### config.mk
export PLATFORM = sky130hd
export DESIGN_NAME = shift_seq_ctrl
export DESIGN_NICKNAME = d
export VERILOG_FILES = /design/src/rtl/shift_seq_ctrl.sv
export SDC_FILE = /design/constraint.sdc
export NUM_CORES = 1
export LEC_CHECK = 0
export CAP_MARGIN = 40
export CORE_MARGIN = 10
export CORE_UTILIZATION = 43
export DETAILED_ROUTE_END_ITERATION = 7
export PLACE_DENSITY = 0.82
export SLEW_MARGIN = 30
export SYNTH_ARGS = -nofsm -noshare
export SYNTH_HDL_FRONTEND = slang
export SYNTH_SLANG_ARGS = --single-unit
### constraint.sdc
create_clock -name clk -period 2.8 [get_ports clk]
set_input_delay 0.28 -clock clk [delete_from_list [all_inputs] [get_ports clk]]
set_output_delay 0.28 -clock clk [all_outputs]
set_load 0.05 [all_outputs]
### src/rtl/shift_seq_ctrl.sv
`default_nettype none
// ============================================================================
//  Module      : shift_seq_ctrl
//  Description : Upstream sequencer for a universal shift register. Accepts a
//                parallel word over valid/ready, loads it into the register,
//                then shifts it out over N cycles MSB- or LSB-first and
//                presents the serial stream on ser_out/ser_valid.
//  Revision    : 1.0 - initial release
// ============================================================================
module shift_seq_ctrl #(
  parameter int N = 8
) (
  input  logic         clk,
  input  logic         reset,        // synchronous, active-low
  input  logic         start_valid,
  output logic         start_ready,
  input  logic [N-1:0] data_in,
  input  logic         dir,          // 0 = MSB first, 1 = LSB first
  input  logic         abort,
  output logic [1:0]   sr_ctrl,
  output logic [N-1:0] sr_d,
  input  logic [N-1:0] sr_q,
  output logic         ser_out,
  output logic         ser_valid,
  output logic         busy,
  output logic         done
);

  localparam int CW = (N > 1) ? $clog2(N) : 1;
  localparam logic [CW-1:0] CNT_LAST = CW'(N - 1);

  localparam logic [1:0] CTRL_HOLD  = 2'b00;
  localparam logic [1:0] CTRL_LEFT  = 2'b01;
  localparam logic [1:0] CTRL_RIGHT = 2'b10;
  localparam logic [1:0] CTRL_LOAD  = 2'b11;

  typedef enum logic [1:0] {
    ST_IDLE  = 2'd0,
    ST_LOAD  = 2'd1,
    ST_SHIFT = 2'd2,
    ST_DONE  = 2'd3
  } state_t;

  state_t        state_q, state_d;
  logic [N-1:0]  data_q,  data_d;
  logic          dir_q,   dir_d;
  logic [CW-1:0] cnt_q,   cnt_d;

  // Only the two end bits of the register feed the serial output.
  logic unused_sr_q;
  assign unused_sr_q = ^sr_q;

  // State and datapath registers with synchronous active-low reset.
  always_ff @(posedge clk) begin
    if (!reset) begin
      state_q <= ST_IDLE;
      data_q  <= '0;
      dir_q   <= 1'b0;
      cnt_q   <= '0;
    end else begin
      state_q <= state_d;
      data_q  <= data_d;
      dir_q   <= dir_d;
      cnt_q   <= cnt_d;
    end
  end

  // Next-state logic: capture on handshake, abort returns to IDLE from LOAD/SHIFT.
  always_comb begin
    state_d = state_q;
    data_d  = data_q;
    dir_d   = dir_q;
    cnt_d   = cnt_q;
    case (state_q)
      ST_IDLE: begin
        if (start_valid && !abort) begin
          data_d  = data_in;
          dir_d   = dir;
          state_d = ST_LOAD;
        end
      end
      ST_LOAD: begin
        cnt_d   = '0;
        state_d = abort ? ST_IDLE : ST_SHIFT;
      end
      ST_SHIFT: begin
        if (abort) begin
          state_d = ST_IDLE;
        end else if (cnt_q == CNT_LAST) begin
          state_d = ST_DONE;
        end else begin
          cnt_d = cnt_q + 1'b1;
        end
      end
      ST_DONE: begin
        state_d = ST_IDLE;
      end
      default: begin
        state_d = ST_IDLE;
      end
    endcase
  end

  // Output decode from registered state; only start_ready and ser_out see inputs.
  always_comb begin
    start_ready = 1'b0;
    sr_ctrl     = CTRL_HOLD;
    sr_d        = '0;
    ser_out     = 1'b0;
    ser_valid   = 1'b0;
    busy        = 1'b1;
    done        = 1'b0;
    case (state_q)
      ST_IDLE: begin
        busy        = 1'b0;
        start_ready = !abort;
      end
      ST_LOAD: begin
        sr_ctrl = CTRL_LOAD;
        sr_d    = data_q;
      end
      ST_SHIFT: begin
        sr_ctrl   = dir_q ? CTRL_RIGHT : CTRL_LEFT;
        ser_valid = 1'b1;
        ser_out   = dir_q ? sr_q[0] : sr_q[N-1];
      end
      ST_DONE: begin
        done = 1'b1;
      end
      default: begin
        busy = 1'b0;
      end
    endcase
  end

endmodule
`default_nettype wire
==> run_summary.xml, run 1 <==
<?xml version="1.0" encoding="UTF-8"?>
<metrics>
  <group name="outcome">
    <metric name="run_status" unit="">complete, no violations</metric>
  </group>
  <group name="critical_path">
    <metric name="r2r.worst_path.cells" unit="">5</metric>
    <metric name="timing.critical_path.fanout_max" unit="">12</metric>
    <metric name="critical_path_cell_count" unit="">4</metric>
    <metric name="slowest_stage_cell_crit_path" unit="">clkdlybuf4s50_1</metric>
    <metric name="reg2reg_to" unit="">data_q[1]</metric>
    <metric name="crit_required" unit="ns">2.52</metric>
    <metric name="worstReg2RegStart" unit="">state_q[1]</metric>
    <metric name="end_kind" unit="">output port</metric>
    <metric name="setup.worst_path.start_class" unit="">flop</metric>
    <metric name="total_buffers_and_inverters_traversed_by_the_critical_path" unit="">2</metric>
    <metric name="timing.critical_path.cells" unit="">inv_1 &gt; ha_1 &gt; and2_1 &gt; clkdlybuf4s50_1</metric>
    <metric name="worst-setup-path-type" unit="">flop to output port</metric>
    <metric name="critical_path_arrival" unit="ns">2.19</metric>
    <metric name="critical_path.top_delay_family" unit="">buffers and inverters</metric>
    <metric name="crit_start" unit="">state_q[1]</metric>
    <metric name="r2r_setup_slack" unit="ns">1.10</metric>
    <metric name="critical-path-max-stage-delay" unit="ns">0.82</metric>
  </group>
  <group name="layout">
    <metric name="multi_input_area" unit="um^2">484</metric>
    <metric name="drive_above_1_share" unit="%">6.19</metric>
    <metric name="area_growth_syn_to_layout" unit="%">41.6</metric>
    <metric name="final_net_count" unit="">142</metric>
    <metric name="diodes" unit="">0</metric>
    <metric name="register_area" unit="um^2">280</metric>
    <metric name="finalCoreUtilization" unit="%">65.2</metric>
    <metric name="nFillCells" unit="">148</metric>
  </group>
  <group name="pwr">
    <metric name="ir_worst_vdd" unit="V">0.000288</metric>
    <metric name="power_report.internal_total" unit="mW">0.362</metric>
    <metric name="power_density" unit="mW/mm^2">474</metric>
    <metric name="switchingPower" unit="mW">0.176</metric>
    <metric name="pwr-share-comb" unit="%">31.3</metric>
    <metric name="netSwitchingFraction" unit="%">32.7</metric>
    <metric name="sequentialPowerShare" unit="%">40.5</metric>
    <metric name="pwr-share-clk" unit="%">28.1</metric>
    <metric name="total_power" unit="mW">0.539</metric>
    <metric name="static-leakage-power" unit="nW">0.494</metric>
  </group>
  <group name="global_route">
    <metric name="maximum_number_of_pins_on_one_net_before_global_route_repair" unit="">18</metric>
    <metric name="grt_first_pass_wirelength" unit="mm">3.18</metric>
    <metric name="first_global_vias" unit="">705</metric>
    <metric name="grt_overflow" unit="">0</metric>
    <metric name="grt_usage" unit="%">9.73</metric>
    <metric name="antenna_found_initial" unit="">0</metric>
  </group>
  <group name="sta">
    <metric name="timing.final.setup_violations" unit="">0</metric>
    <metric name="tns" unit="ns">0</metric>
    <metric name="final_critical_path_setup_slack" unit="ns">0.327</metric>
    <metric name="rsz0062_at_grt" unit="">no</metric>
    <metric name="maxSlewViolCount" unit="">0</metric>
    <metric name="timing.fmax" unit="MHz">404</metric>
    <metric name="timing.max_slew.rel_slack" unit="%">61.1</metric>
    <metric name="min_period" unit="ns">2.47</metric>
    <metric name="final_clock_skew" unit="ns">0.00309</metric>
    <metric name="finalHoldViolCount" unit="">0</metric>
    <metric name="tightest_slew" unit="ns">0.582</metric>
    <metric name="ratio_of_final_minimum_period_to_clock_period" unit="%">88.3</metric>
  </group>
  <group name="hold_path">
    <metric name="min_path_cells" unit="">2</metric>
    <metric name="hold_end" unit="">cnt_q[2]</metric>
    <metric name="hold_path.class" unit="">flop to flop</metric>
    <metric name="worst_hold_launch" unit="">cnt_q[2]</metric>
  </group>
  <group name="synthesis">
    <metric name="mappedNetlistNets" unit="">112</metric>
    <metric name="asyncSetResetFlopFracSynth" unit="%">0</metric>
    <metric name="synth-main-ff-cell" unit="">dfxtp_1</metric>
    <metric name="distinct_cell_type_count_of_the_synthesized_netlist" unit="">24</metric>
    <metric name="synth_seq_cells" unit="">14</metric>
    <metric name="post_synth.cell_area_avg" unit="um^2">9.56</metric>
    <metric name="synth_enable_flop_cells" unit="">0</metric>
    <metric name="synthesis.instances" unit="">84</metric>
    <metric name="ys_top_cells_by_count" unit="">14 x dfxtp_1, 13 x mux2i_1, 11 x nor2b_1, 8 x and2_1, 7 x ha_1</metric>
    <metric name="synth_area_leaders" unit="">dfxtp_1 35%, mux2i_1 16%, ha_1 11%</metric>
    <metric name="post-synth-top-area-fraction" unit="%">34.9</metric>
    <metric name="netlist_area" unit="um^2">803</metric>
    <metric name="synth_sequential_area_ratio" unit="%">34.9</metric>
    <metric name="yosys.cell_count.top_type" unit="">dfxtp_1</metric>
    <metric name="synth_area_leader_cell" unit="">dfxtp_1</metric>
    <metric name="ys.warnings.count" unit="">0</metric>
  </group>
  <group name="clock_tree">
    <metric name="numClockSinks" unit="">14</metric>
    <metric name="numCtsBuffers" unit="">3</metric>
    <metric name="post_cts.repair.setup_buffers" unit="">0</metric>
    <metric name="reg_clk_slew_reported_paths" unit="ns">0.09</metric>
    <metric name="clock_tree.root_cell" unit="">clkbuf_4</metric>
    <metric name="post_cts.resized_instances" unit="">0</metric>
    <metric name="hold_buffers" unit="">0</metric>
    <metric name="clock_tree.htree_level_count" unit="">1</metric>
    <metric name="cts-root-to-sink-buffers" unit="">2</metric>
    <metric name="cts_tree" unit="">yes</metric>
    <metric name="insertion_delay" unit="ns">0.29</metric>
  </group>
  <group name="floorplan">
    <metric name="floorplan.die.height" unit="um">63.2</metric>
    <metric name="floorplan.io_pins" unit="">36</metric>
    <metric name="initial_core_utilization" unit="%">46.0</metric>
    <metric name="die-width" unit="um">63.2</metric>
    <metric name="fp.coreArea" unit="mm^2">0.00175</metric>
    <metric name="floorplan.rows" unit="">15</metric>
    <metric name="design.die.area" unit="mm^2">0.00400</metric>
  </group>
  <group name="routing">
    <metric name="ant_nets" unit="">0</metric>
    <metric name="route.final.wire_length" unit="mm">1.98</metric>
    <metric name="dr.first_iter.drc_count" unit="">7</metric>
    <metric name="wire_per_inst" unit="um">14.3</metric>
    <metric name="drtPass1Iterations" unit="">4</metric>
    <metric name="num_vias" unit="">680</metric>
    <metric name="vias_per_cell" unit="">4.93</metric>
    <metric name="post-route-drc-count" unit="">0</metric>
  </group>
  <group name="placement">
    <metric name="gpl.final_weighted_congestion" unit="">0.821</metric>
    <metric name="io_buffers" unit="">29</metric>
    <metric name="detailedPlacementHpwl" unit="mm">1.56</metric>
    <metric name="preCtsSetupSlack" unit="ns">0.643</metric>
  </group>
  <group name="job">
    <metric name="max_cap_viol_count" unit="">0</metric>
  </group>
</metrics>
## tightest hold or removal path: cells and delay by family, from the launching register on
kind / cells / cell delay [ns]
muxes: 1 / 0.06
DFF: 1 / 0.33
and+or+nand+nor: 1 / 0.05
## flip-flops by register name, indices dropped and copies added (netlist names)
| name | cells |
|---|---|
| cnt_q | 3 |
| state_q | 2 |
| dir_q | 1 |
| data_q | 8 |
## cell usage in the layout (no fill, tap or decap), drive strengths merged
master / count
clkdlybuf4s50: 29
dfxtp: 14
mux2i: 13
nor2b: 11
and2: 8
ha: 7
inv: 4
clkbuf: 4
nor2: 3
nand2: 3
a21oi: 3
nand3b: 2
nand3: 2
nand2b: 2
o21a: 1
nor3b: 1
a2bb2oi: 1
o221a: 1
o211ai: 1
and4bb: 1
a31oi: 1
a21boi: 1
## power by group through the flow
stage | clock (mW) | combinational [mW] | sequential (mW)
floorplan | 0 | 0.116 | 0.221
global placement | 0 | 0.167 | 0.222
detailed placement | 0 | 0.170 | 0.223
CTS | 0.152 | 0.171 | 0.218
global route | 0.166 | 0.182 | 0.220
finish | 0.151 | 0.169 | 0.218
## how the worst max path moves through the flow
stage	to	slack (ns)
after floorplan	start_ready	0.91
after global placement	sr_ctrl[1]	0.66
after detailed placement	sr_d[6]	0.64
after CTS	sr_d[3]	0.30
after global routing	sr_d[6]	0.18
final	sr_d[6]	0.33
## through the flow
stage / cells / hold slack, ns / cell area, um^2
6_report: 138 / 0.480 / 1140
5_1_grt: 138 / 0.500 / 1140
4_1_cts: 138 / 0.488 / 1140
3_5_place_dp: 134 / 0.475 / 1100
3_3_place_gp: 134 / 0.450 / 1100
2_1_floorplan: 84 / 0.442 / 803
## cells by family after synthesis
kind of cell | after synthesis | synth area share (%)
fa+ha+maj | 7 | 10.9
mux | 13 | 16.2
flops | 14 | 34.9
buf+inv | 8 | 4.83
simple gates | 33 | 24.8
compound gates | 9 | 8.41
## metal layers
layer / GRT usage (%) / part of all wire, % / up-vias
met5: 0 / 0 / -
met4: 5.74 / 2.0 / 0
met3: 4.42 / 8.7 / 5
met2: 15.0 / 44 / 26
met1: 10.8 / 46 / 308
li1: - / - / 341
## cell type report
type                       count  area share (%)
tap                           25            2.75
sequential                    14            24.6
multi-input combinational     62            42.6
timing repair buffer          29            25.5
inverter                       4            1.32
clock buffer                   4            3.19
Note: power is estimated with default switching activity, not from simulation.
==> run 2, diff against run 1 <==
MAX_ROUTING_LAYER = met4   (was not set)
==> run 2 against run 1 <==
Net effect:
- final cell count is the same
- worst setup slack gained 0.0049 ns
- combinational power is essentially flat
- power shrank 0.15%
- utilization is the same
- highest routed layer unchanged
- global-route usage grew 0.26 points
- sequential cell count is the same
- first-iteration DRC count shrank 14%
- clock power is essentially flat
- final area is the same
- non-clock buffer count is the same
- critical path type unchanged
==> run_summary.xml, run 2 (synthesized netlist as in run 1, its figures left out) <==
<?xml version="1.0" encoding="UTF-8"?>
<metrics>
  <group name="outcome">
    <metric name="run_status" unit="">complete, no violations</metric>
  </group>
  <group name="global_route">
    <metric name="antenna_found_initial" unit="">0</metric>
    <metric name="grt_usage" unit="%">9.99</metric>
    <metric name="grt_first_pass_wirelength" unit="mm">3.19</metric>
    <metric name="grt_overflow" unit="">0</metric>
    <metric name="maximum_number_of_pins_on_one_net_before_global_route_repair" unit="">18</metric>
    <metric name="first_global_vias" unit="">705</metric>
  </group>
  <group name="floorplan">
    <metric name="die-width" unit="um">63.2</metric>
    <metric name="floorplan.rows" unit="">15</metric>
    <metric name="floorplan.io_pins" unit="">36</metric>
    <metric name="initial_core_utilization" unit="%">46.0</metric>
    <metric name="floorplan.die.height" unit="um">63.2</metric>
    <metric name="design.die.area" unit="mm^2">0.00400</metric>
    <metric name="fp.coreArea" unit="mm^2">0.00175</metric>
  </group>
  <group name="clock_tree">
    <metric name="post_cts.resized_instances" unit="">0</metric>
    <metric name="clock_tree.htree_level_count" unit="">1</metric>
    <metric name="reg_clk_slew_reported_paths" unit="ns">0.09</metric>
    <metric name="hold_buffers" unit="">0</metric>
    <metric name="numCtsBuffers" unit="">3</metric>
    <metric name="post_cts.repair.setup_buffers" unit="">0</metric>
    <metric name="clock_tree.root_cell" unit="">clkbuf_4</metric>
    <metric name="cts-root-to-sink-buffers" unit="">2</metric>
    <metric name="insertion_delay" unit="ns">0.28</metric>
    <metric name="numClockSinks" unit="">14</metric>
    <metric name="cts_tree" unit="">yes</metric>
  </group>
  <group name="layout">
    <metric name="finalCoreUtilization" unit="%">65.2</metric>
    <metric name="final_net_count" unit="">142</metric>
    <metric name="top_regs" unit="">data_q: 8 flops, cnt_q: 3 flops, state_q: 2 flops</metric>
    <metric name="area_growth_syn_to_layout" unit="%">41.6</metric>
    <metric name="most-common-layout-cells" unit="">29 x clkdlybuf4s50_1, 14 x dfxtp_1, 13 x mux2i_1</metric>
    <metric name="largest_register_ffs" unit="">8</metric>
    <metric name="layout_commonest_cell" unit="">clkdlybuf4s50_1</metric>
    <metric name="instances_no_fill" unit="">138</metric>
    <metric name="diodes" unit="">0</metric>
    <metric name="drive_above_1_share" unit="%">6.19</metric>
    <metric name="largest_reg_by_ff_count" unit="">data_q</metric>
  </group>
  <group name="routing">
    <metric name="num_vias" unit="">672</metric>
    <metric name="wire_per_inst" unit="um">14.4</metric>
    <metric name="ant_nets" unit="">0</metric>
    <metric name="post-route-drc-count" unit="">0</metric>
    <metric name="route.final.wire_length" unit="mm">1.98</metric>
    <metric name="vias_per_cell" unit="">4.87</metric>
    <metric name="drtPass1Iterations" unit="">4</metric>
    <metric name="dr.first_iter.drc_count" unit="">6</metric>
  </group>
  <group name="sta">
    <metric name="tns" unit="ns">0</metric>
    <metric name="min_period" unit="ns">2.47</metric>
    <metric name="whs" unit="ns">0.481</metric>
    <metric name="timing.max_slew.rel_slack" unit="%">61.0</metric>
    <metric name="timing.final.setup_violations" unit="">0</metric>
    <metric name="timing.fmax" unit="MHz">405</metric>
    <metric name="rsz0062_at_grt" unit="">no</metric>
    <metric name="final_clock_skew" unit="ns">0.000915</metric>
    <metric name="maxSlewViolCount" unit="">0</metric>
    <metric name="ratio_of_final_minimum_period_to_clock_period" unit="%">88.2</metric>
    <metric name="finalHoldViolCount" unit="">0</metric>
    <metric name="tightest_slew" unit="ns">0.583</metric>
  </group>
  <group name="pwr">
    <metric name="total_power" unit="mW">0.538</metric>
    <metric name="static-leakage-power" unit="nW">0.494</metric>
    <metric name="ir_worst_vdd" unit="V">0.000288</metric>
    <metric name="power_density" unit="mW/mm^2">473</metric>
  </group>
  <group name="critical_path">
    <metric name="end_kind" unit="">output port</metric>
    <metric name="critical-path-max-stage-delay" unit="ns">0.82</metric>
    <metric name="worst-setup-path-type" unit="">flop to output port</metric>
    <metric name="setup.worst_path.start_class" unit="">flop</metric>
    <metric name="total_buffers_and_inverters_traversed_by_the_critical_path" unit="">2</metric>
    <metric name="crit_required" unit="ns">2.52</metric>
    <metric name="timing.critical_path.cells" unit="">inv_1 &gt; ha_1 &gt; and2_1 &gt; clkdlybuf4s50_1</metric>
    <metric name="timing.critical_path.fanout_max" unit="">12</metric>
    <metric name="r2r_setup_slack" unit="ns">1.10</metric>
    <metric name="critical_path_arrival" unit="ns">2.19</metric>
    <metric name="critical_path.top_delay_family" unit="">buffers and inverters</metric>
    <metric name="slowest_stage_cell_crit_path" unit="">clkdlybuf4s50_1</metric>
  </group>
  <group name="hold_path">
    <metric name="hold_path.class" unit="">flop to flop</metric>
  </group>
  <group name="placement">
    <metric name="dp_cells" unit="">134</metric>
    <metric name="io_buffers" unit="">29</metric>
    <metric name="detailedPlacementHpwl" unit="mm">1.56</metric>
    <metric name="gpl.final_weighted_congestion" unit="">0.833</metric>
  </group>
  <group name="job">
    <metric name="max_cap_viol_count" unit="">0</metric>
  </group>
</metrics>
-- run 2: cell counts in the layout (fill, tap and decap cells not counted) --
Identical to the previous run, type by type.
-- run 2: layout make-up --
cell class                      count  area, um^2
Fill cell                         148         608
Timing Repair Buffer               29         290
Inverter                            4        15.0
Sequential cell                    14         280
Clock buffer                        4        36.3
Multi-Input combinational cell     62         484
Tap cell                           25        31.3
-- run 2: routing by layer --
layer / global-route usage, % / share of wire, % / vias up
met2: 15.0 / 44 / 23
li1: - / - / 342
met5: - / 0 / -
met1: 11.6 / 49 / 305
met4: 5.74 / 0.71 / 0
met3: 3.00 / 5.3 / 2
-- run 2: power breakdown --
part / leakage (nW) / switching, mW / internal, mW
registers: 0.114 / 0.00800 / 0.210
clock network: 0.0210 / 0.0715 / 0.0791
logic: 0.359 / 0.0961 / 0.0727
-- run 2: path summary, 6_finish.rpt --
| path | from | to | cells after the start |
|---|---|---|---|
| min reg2reg | cnt_q[2] | cnt_q[2] | 2 |
| max | state_q[1] | sr_d[6] | 4 |
| min | cnt_q[2] | cnt_q[2] | 2 |
| max reg2reg | state_q[1] | data_q[1] | 5 |
-- run 2: metrics by stage --
step | cell area (um^2) | setup WS [ns]
floorplan | 803 | 0.906
global placement | 1100 | 0.660
detailed placement | 1100 | 0.643
CTS | 1140 | 0.301
global route | 1140 | 0.176
finish | 1140 | 0.331
-- run 2: worst register-to-register path, stage by stage, from the launching register on --
cell	delay [ns]
dfxtp_1	0.43
inv_1	0.09
ha_1	0.26
nand3b_1	0.46
mux2i_1	0.29
nor2b_1	0.07
